### src/rtl/rv_fp_pkg.sv
// rv_fp_pkg: shared fp64 word type, widths and source-index width helper
package rv_fp_pkg;

    typedef struct packed {
        logic        sign;
        logic [10:0] expo;
        logic [51:0] frac;
    } fp_t_e_11_f_52;

    localparam int FP_W = 64;
    localparam int FP_E = 11;
    localparam int FP_F = 52;

    function automatic int src_w(input int n);
        return (n <= 1) ? 1 : $clog2(n);
    endfunction

endpackage

### src/rtl/rr_pick.sv
// rr_pick: rotating priority encoder, first request after last with wrap
module rr_pick #(
    parameter int N = 4,
    parameter int W = 2
) (
    input  logic [N-1:0] req,
    input  logic [W-1:0] last,
    output logic [N-1:0] gnt,
    output logic [W-1:0] idx
);

    logic [W-1:0] j;

    // scan farthest-to-nearest so the nearest requester after last wins
    always_comb begin
        gnt = '0;
        idx = '0;
        j   = '0;
        for (int k = N; k >= 1; k--) begin
            j = W'((int'(last) + k) % N);
            if (req[j]) begin
                gnt = N'(1) << j;
                idx = j;
            end
        end
    end

endmodule

### src/rtl/rv_fp_arbiter.sv
// rv_fp_arbiter: round-robin burst-locking arbiter feeding one fp64 stream; RVARB_STATS_EN adds stat_cnt
module rv_fp_arbiter
    import rv_fp_pkg::*;
#(
    parameter int N     = 4,
    parameter int BURST = 4,
    parameter int E     = 11,
    parameter int F     = 52,
    localparam int SW   = src_w(N)
) (
    input  logic              clk,
    input  logic              reset,
    input  logic [N*64-1:0]   s_data,
    input  logic [N-1:0]      s_valid,
    output logic [N-1:0]      s_ready,
    output logic [63:0]       m_data,
    output logic              m_valid,
    input  logic              m_ready,
    output logic [SW-1:0]     m_src
`ifdef RVARB_STATS_EN
    ,
    output logic [N*16-1:0]   stat_cnt
`endif
);

    if (E != FP_E || F != FP_F) begin : g_width_check
        $error("rv_fp_arbiter: E/F must be 11/52");
    end

    fp_t_e_11_f_52 word;
    logic [N-1:0]  pgnt;
    logic [N-1:0]  sel;
    logic [SW-1:0] pidx;
    logic [SW-1:0] grant;
    logic [SW-1:0] last;
    logic [SW-1:0] owner;
    logic [7:0]    count;
    logic [7:0]    count_nx;
    logic          lock;
    logic          load_en;
    logic          lock_hit;
    logic          accept;

    rr_pick #(.N(N), .W(SW)) u_pick (
        .req  (s_valid),
        .last (last),
        .gnt  (pgnt),
        .idx  (pidx)
    );

    // a held burst owner overrides the rotation while it keeps requesting
    always_comb begin
        load_en  = !m_valid || m_ready;
        lock_hit = lock && s_valid[owner];
        grant    = lock_hit ? owner : pidx;
        sel      = lock_hit ? N'(1) << owner : pgnt;
        accept   = load_en && |s_valid && !reset;
        s_ready  = accept ? sel : '0;
        word     = s_data[FP_W*grant +: FP_W];
        count_nx = (lock && owner == grant) ? count + 8'd1 : 8'd1;
    end

    // output stage plus arbitration state; everything freezes while stalled
    always_ff @(posedge clk) begin
        if (reset) begin
            m_valid <= 1'b0;
            m_data  <= '0;
            m_src   <= '0;
            last    <= SW'(N - 1);
            owner   <= '0;
            count   <= '0;
            lock    <= 1'b0;
        end else if (load_en) begin
            m_valid <= accept;
            if (accept) begin
                m_data <= word;
                m_src  <= grant;
                last   <= grant;
                owner  <= grant;
                count  <= count_nx;
                lock   <= count_nx < 8'(BURST);
            end else begin
                lock <= 1'b0;
            end
        end
    end

`ifdef RVARB_STATS_EN
    // saturating per-requester accepted-word counters
    always_ff @(posedge clk) begin
        if (reset) begin
            stat_cnt <= '0;
        end else begin
            for (int i = 0; i < N; i++)
                if (s_ready[i] && stat_cnt[16*i +: 16] != 16'hFFFF)
                    stat_cnt[16*i +: 16] <= stat_cnt[16*i +: 16] + 16'd1;
        end
    end
`endif

endmodule

### config.mk
export PLATFORM = sky130hd
export DESIGN_NAME = rv_fp_arbiter
export DESIGN_NICKNAME = d
export VERILOG_FILES = /design/src/rtl/rv_fp_pkg.sv /design/src/rtl/rr_pick.sv /design/src/rtl/rv_fp_arbiter.sv
export SDC_FILE = /design/constraint.sdc
export NUM_CORES = 1
export LEC_CHECK = 0
export ABC_CLOCK_PERIOD_IN_PS = 3700
export BUFFER_PORTS_ARGS = -buffer_cell sky130_fd_sc_hd__buf_2
export CORE_MARGIN = 3
export CORE_UTILIZATION = 35
export CTS_BUF_LIST = sky130_fd_sc_hd__clkbuf_4 sky130_fd_sc_hd__clkbuf_8 sky130_fd_sc_hd__clkbuf_16
export CTS_CLUSTER_SIZE = 10
export DETAILED_ROUTE_END_ITERATION = 8
export GPL_TIMING_DRIVEN = 0
export PLACE_DENSITY = 0.67
export REMOVE_ABC_BUFFERS = 1
export SETUP_SLACK_MARGIN = 0.2
export SLEW_MARGIN = 40
export SYNTH_ARGS = -nofsm -noshare
export SYNTH_HDL_FRONTEND = slang
export SYNTH_SLANG_ARGS = --single-unit
### constraint.sdc
create_clock -name clk -period 3.7 [get_ports clk]
set_input_delay 0.925 -clock clk [delete_from_list [all_inputs] [get_ports clk]]
set_output_delay 0.925 -clock clk [all_outputs]
set_load 0.02 [all_outputs]
Word-level counts from Yosys, hierarchy flattened:

Cells that the tools add are included.

* add/subtract/negate cells: 5
* reduce and logical (&&, ||, !) cells: 9
* magnitude comparators: 6
* mux-type cells: 23
* equal/unequal tests: 1
* shift-type cells: 6

Operators by type and width (count)
* 256-bit by 9-bit variable part select with 64-bit output: 1
* 4-bit 2-to-1 mux: 6
* 1-bit by 2-bit << shifter with 4-bit output, first input constant: 5
* 2-bit by 3-bit less-than comparator with 1-bit output, second input constant: 5
* 1-bit binary-select mux with 2-bit select: 5
* 2-bit 2-to-1 mux: 5
* 8-bit by 1-bit adder with 8-bit output, second input constant: 1
* 8-bit by 3-bit less-than comparator with 1-bit output, second input constant: 1
* 8-bit 2-to-1 mux: 1
* 1-bit 2-to-1 mux: 6
* 2-bit by 1-bit adder with 2-bit output, second input constant: 2
* 2-bit adder, second input constant: 2
* 1-bit logical AND: 4
* 4-bit OR reduction: 1
* 2-bit == test: 1
* 1-bit logical NOT: 2
* 2-bit AND reduction: 1
* 1-bit logical OR: 1

* flip-flop bits (word level): 78
* word-level logic and storage cells: 56
* input port bits: 263

Logic depth before layout (Yosys ltp):

* depth after elaboration: 13
* mapped depth: 12

By module:

Synthesis repeated with hierarchy kept, for this count alone.

* cells, all modules: 750
* area total of the unflattened synthesis: 6466.2 µm²

Modules (own cells, without submodules)
* rv_fp_arbiter: times used 1, area an instance 5943.2 µm², cells each 688, sequential area each 1561.5 µm²
* rr_pick: times used 1, area an instance 523.0 µm², cells each 62, sequential area each 0.0 µm²

Worst setup path after synthesis:

OpenSTA, ideal clock, no wires.

* kind: input -> output
* start point: in s_valid[0]
* end point: out s_ready[1]
* cell stages on the path: 7
* arrival time: 2.641 ns
* path slack: 0.134 ns
* path through: buf_2 mux4_2 nor2b_1 a221oi_1 nor3_1 a211oi_1 nor3_1

* cells in the longest elaborated chain, start to end: 8

Ends and longest elaborated chain
* start, declared: RTL line rv_fp_arbiter.sv:14 `input logic [N-1:0] s_valid,`
* 1-bit binary-select mux with 2-bit select: RTL line rr_pick.sv:21 `if (req[j]) begin`
* 1-bit 2-to-1 mux (implied by the code): RTL line rr_pick.sv:21
* 4-bit 2-to-1 mux (4 in a row): RTL line rr_pick.sv:21
* 4-bit 2-to-1 mux: RTL line rv_fp_arbiter.sv:56 `sel = lock_hit ? N'(1) << owner : pgnt;`
* 4-bit 2-to-1 mux *: RTL line rv_fp_arbiter.sv:58 `s_ready = accept ? sel : '0;`
* end, declared: RTL line rv_fp_arbiter.sv:15 `output logic [N-1:0] s_ready,`

Every way passes the cells marked *; elsewhere a longest branch is shown, timed or not. The select of a mux whose other input is x is not followed.

Worst setup path after layout:

* start point: in s_valid[1]
* end point: out s_ready[1]

The elaborated chain is that of the path after synthesis.

==> metrics <==
Die Width=about 130 um; Hold Vio Cnt, Final=0; worst-skew pair later-pin latency=350 ps; Max-Cap Viols=0; P_int=2.83 mW; Tcrit/Tclk final=93.9%; area delta synth->final=42.8%; Net Sw Power=2.02 mW; worst clock skew=13.8 ps; initial core utilization=36.5%; Seq pwr share=25.4%; min-delay worst type=reg -> reg; Post-synth ARST share=0%; crit-path cells=buf_12 -> mux4_2 -> a221oi_2 -> nor3_1 -> a211oi_1 -> nor3_1 -> buf_2; WP data arrival=2550 ps; number of core rows=45; Cell Area, Synth=5650 um^2; Syn Area/Cell=10.1 um^2; slew of the pin with the lowest slew margin=about 590 ps; Post-Route WL=~20 mm; Combinational Power Share=55.9%; Final setup violation count=0; Pwr Density=601 nW/um^2; Final Critical Period=3470 ps; filler instances=1491; leakage=roughly 4.0 nW; commonest non-fill, non-tap cell in the layout=buf_2; drt drc=0; Cells after Synth=approximately 560; nets@finish=1157; drt first pass iters=4; worst r2r src=last[0]; clk slew on worst S/H paths=60 ps; CP startpoint=s_valid[1]; Fmax=288 MHz; Layout Utilization=52.1%; First DRT Iteration DRCs=254; Worst path max stage delay=560 ps; sequential cell area fraction in the yosys report=27.6%; clk root buf=clkbuf_16; area leader, netlist=dfxtp_1; status=complete, no violations; share of post-route cells with drive strength above 1=53.2%; Syn. warnings=0; RSZ-0062 raised after global routing=no; CTS tree=done; hpwl dp=16.5 mm; EDFF count, synth=0; CP endpoint kind=output port; Hold Path Origin=m_data[47]; core area=15500 um^2; Pins Over Slew Limit=0; first-pass GRT wire length=30.7 mm; Congestion Overflow GR=0; IO buf count=333; gpl congestion=around 0.83; Worst Path Required=2770 ps; sw frac=41.7%; top_reg_cell synth=dfxtp_1; library cells used by synthesis=57; Area contributors post-synth=dfxtp_1 28%, mux2i_1 23%, o221ai_2 16%; DR WL/cell=around 18 um; Die Area=17700 um^2; die height=between 100 and 150 um; CTS buffer count=9; worst-path fanout max=12; Worst Setup Path Type=in -> out; worst rel slew slack=59.8%; most frequent cells in the layout=328 x buf_2, 127 x mux2i_1, 84 x nand2_1; DR vias=5668; Clock Tree Buf Depth=2; post-route cell area=8070 um^2; Yosys reg bits=78; crit-path most repeated cell=nor3_1; GRT Overall Usage=between 20 and 25%; CP Launch Type=primary input; setup TNS=0 ps; clock sink total=78; Peak VDD IR=0.311 mV; io pins=between 300 and 400; largest net degree at the start of global routing=29; Slowest-stage cell, CP=mux4_2; initial antenna violation count=1; Clock Power Share=18.6%; Synth top area share=27.6%; H-tree depth=3; number of global-route vias before repair=5685; Antenna Nets Post-Route=0; Post-DP Area=7600 um^2; via/cell ratio=5.14
==> state kept, by name (all words and copies together) (netlist names) <==
signal,count
lock,1
last,2
m_valid,1
owner,2
m_data,64
count,8
==> cell usage after synthesis (3+ instances only) <==
cell type	count
a211oi_1	5
a21oi_1	14
a22oi_1	3
and2_1	8
buf_2	12
buf_4	3
buf_6	22
clkbuf_1	9
dfxtp_1	78
ha_1	9
inv_1	3
mux2_2	4
mux2i_1	127
mux2i_4	3
nand2_1	85
nand2b_1	3
nand3_1	8
nand4_1	3
nor2_1	24
nor2b_1	8
nor3_1	8
nor4_1	3
o211ai_1	4
o21ai_0	10
o221ai_2	61
==> layout make-up <==
type                    count  area (um^2)  share of cell area, %
inverters                   4         15.0                  0.186
well taps                 211          264                   3.27
repair buffers            361         2140                   26.6
diodes                      3         7.51                 0.0930
flip-flops and latches     78         1570                   19.4
clock buffers              10          233                   2.88
multi-input cells         431         3780                   46.8
clock inverters             5         60.1                  0.744
==> cell families after synthesis <==
kind of cell	after synthesis	synth area share (%)
simple gates	162	13.4
mux	138	25.7
compound gates	122	24.6
flops	78	27.6
buf+inv	50	6.71
fa+ha+maj	9	1.99
==> critical path: cells and delay by family <==
kind,cells,cell delay (ps)
AO/OA/AOI/OAI,2,590
buffers and inverters,2,290
multiplexers,1,560
AND/OR/NAND/NOR,2,170
==> path summary, 6_finish.rpt <==
path / to / slack, ps / depth (start not counted)
max: s_ready[1] / 230 / 7
min: m_data[47] / 460 / 2
max reg2reg: m_data[19] / 540 / 12
min reg2reg: m_data[47] / 460 / 2
==> routing by layer <==
layer | share of wire, % | vias to the layer above | GRT usage, % | wire length, um
li1 | - | 2776 | - | -
met1 | 40 | 2700 | 26.2 | 8050
met2 | 52 | 167 | 38.2 | 10500
met3 | 7.2 | 25 | 7.22 | 1470
met4 | 1.5 | 0 | 4.91 | 305
met5 | 0 | - | 0 | 0
==> per-stage QoR <==
step	worst slack [ps]	std cells	power [mW]	hold WS, ps
2_1_floorplan	-3840	513	3.18	474
3_5_place_dp	-410	1077	3.90	441
5_1_grt	138	1101	5.13	478
4_1_cts	213	1095	4.86	462
6_report	227	1103	4.85	461
3_3_place_gp	-6350	1057	3.97	440
==> power groups by stage <==
stage / sequential [mW] / combinational [mW] / clock (mW)
after floorplan: 1.55 / 1.63 / 0
after global placement: 1.26 / 2.71 / 0
after detailed placement: 1.26 / 2.64 / 0
after CTS: 1.24 / 2.69 / 0.933
after global routing: 1.26 / 2.90 / 0.965
final: 1.23 / 2.71 / 0.904
==> timing repair <==
item	in CTS	in global routing
buffers inserted	3	5
hold buffers	0	0
setup endpoints to repair	69	4
pin swaps	3	4
resized for setup	13	18
Power figures use the tool's default switching activity.
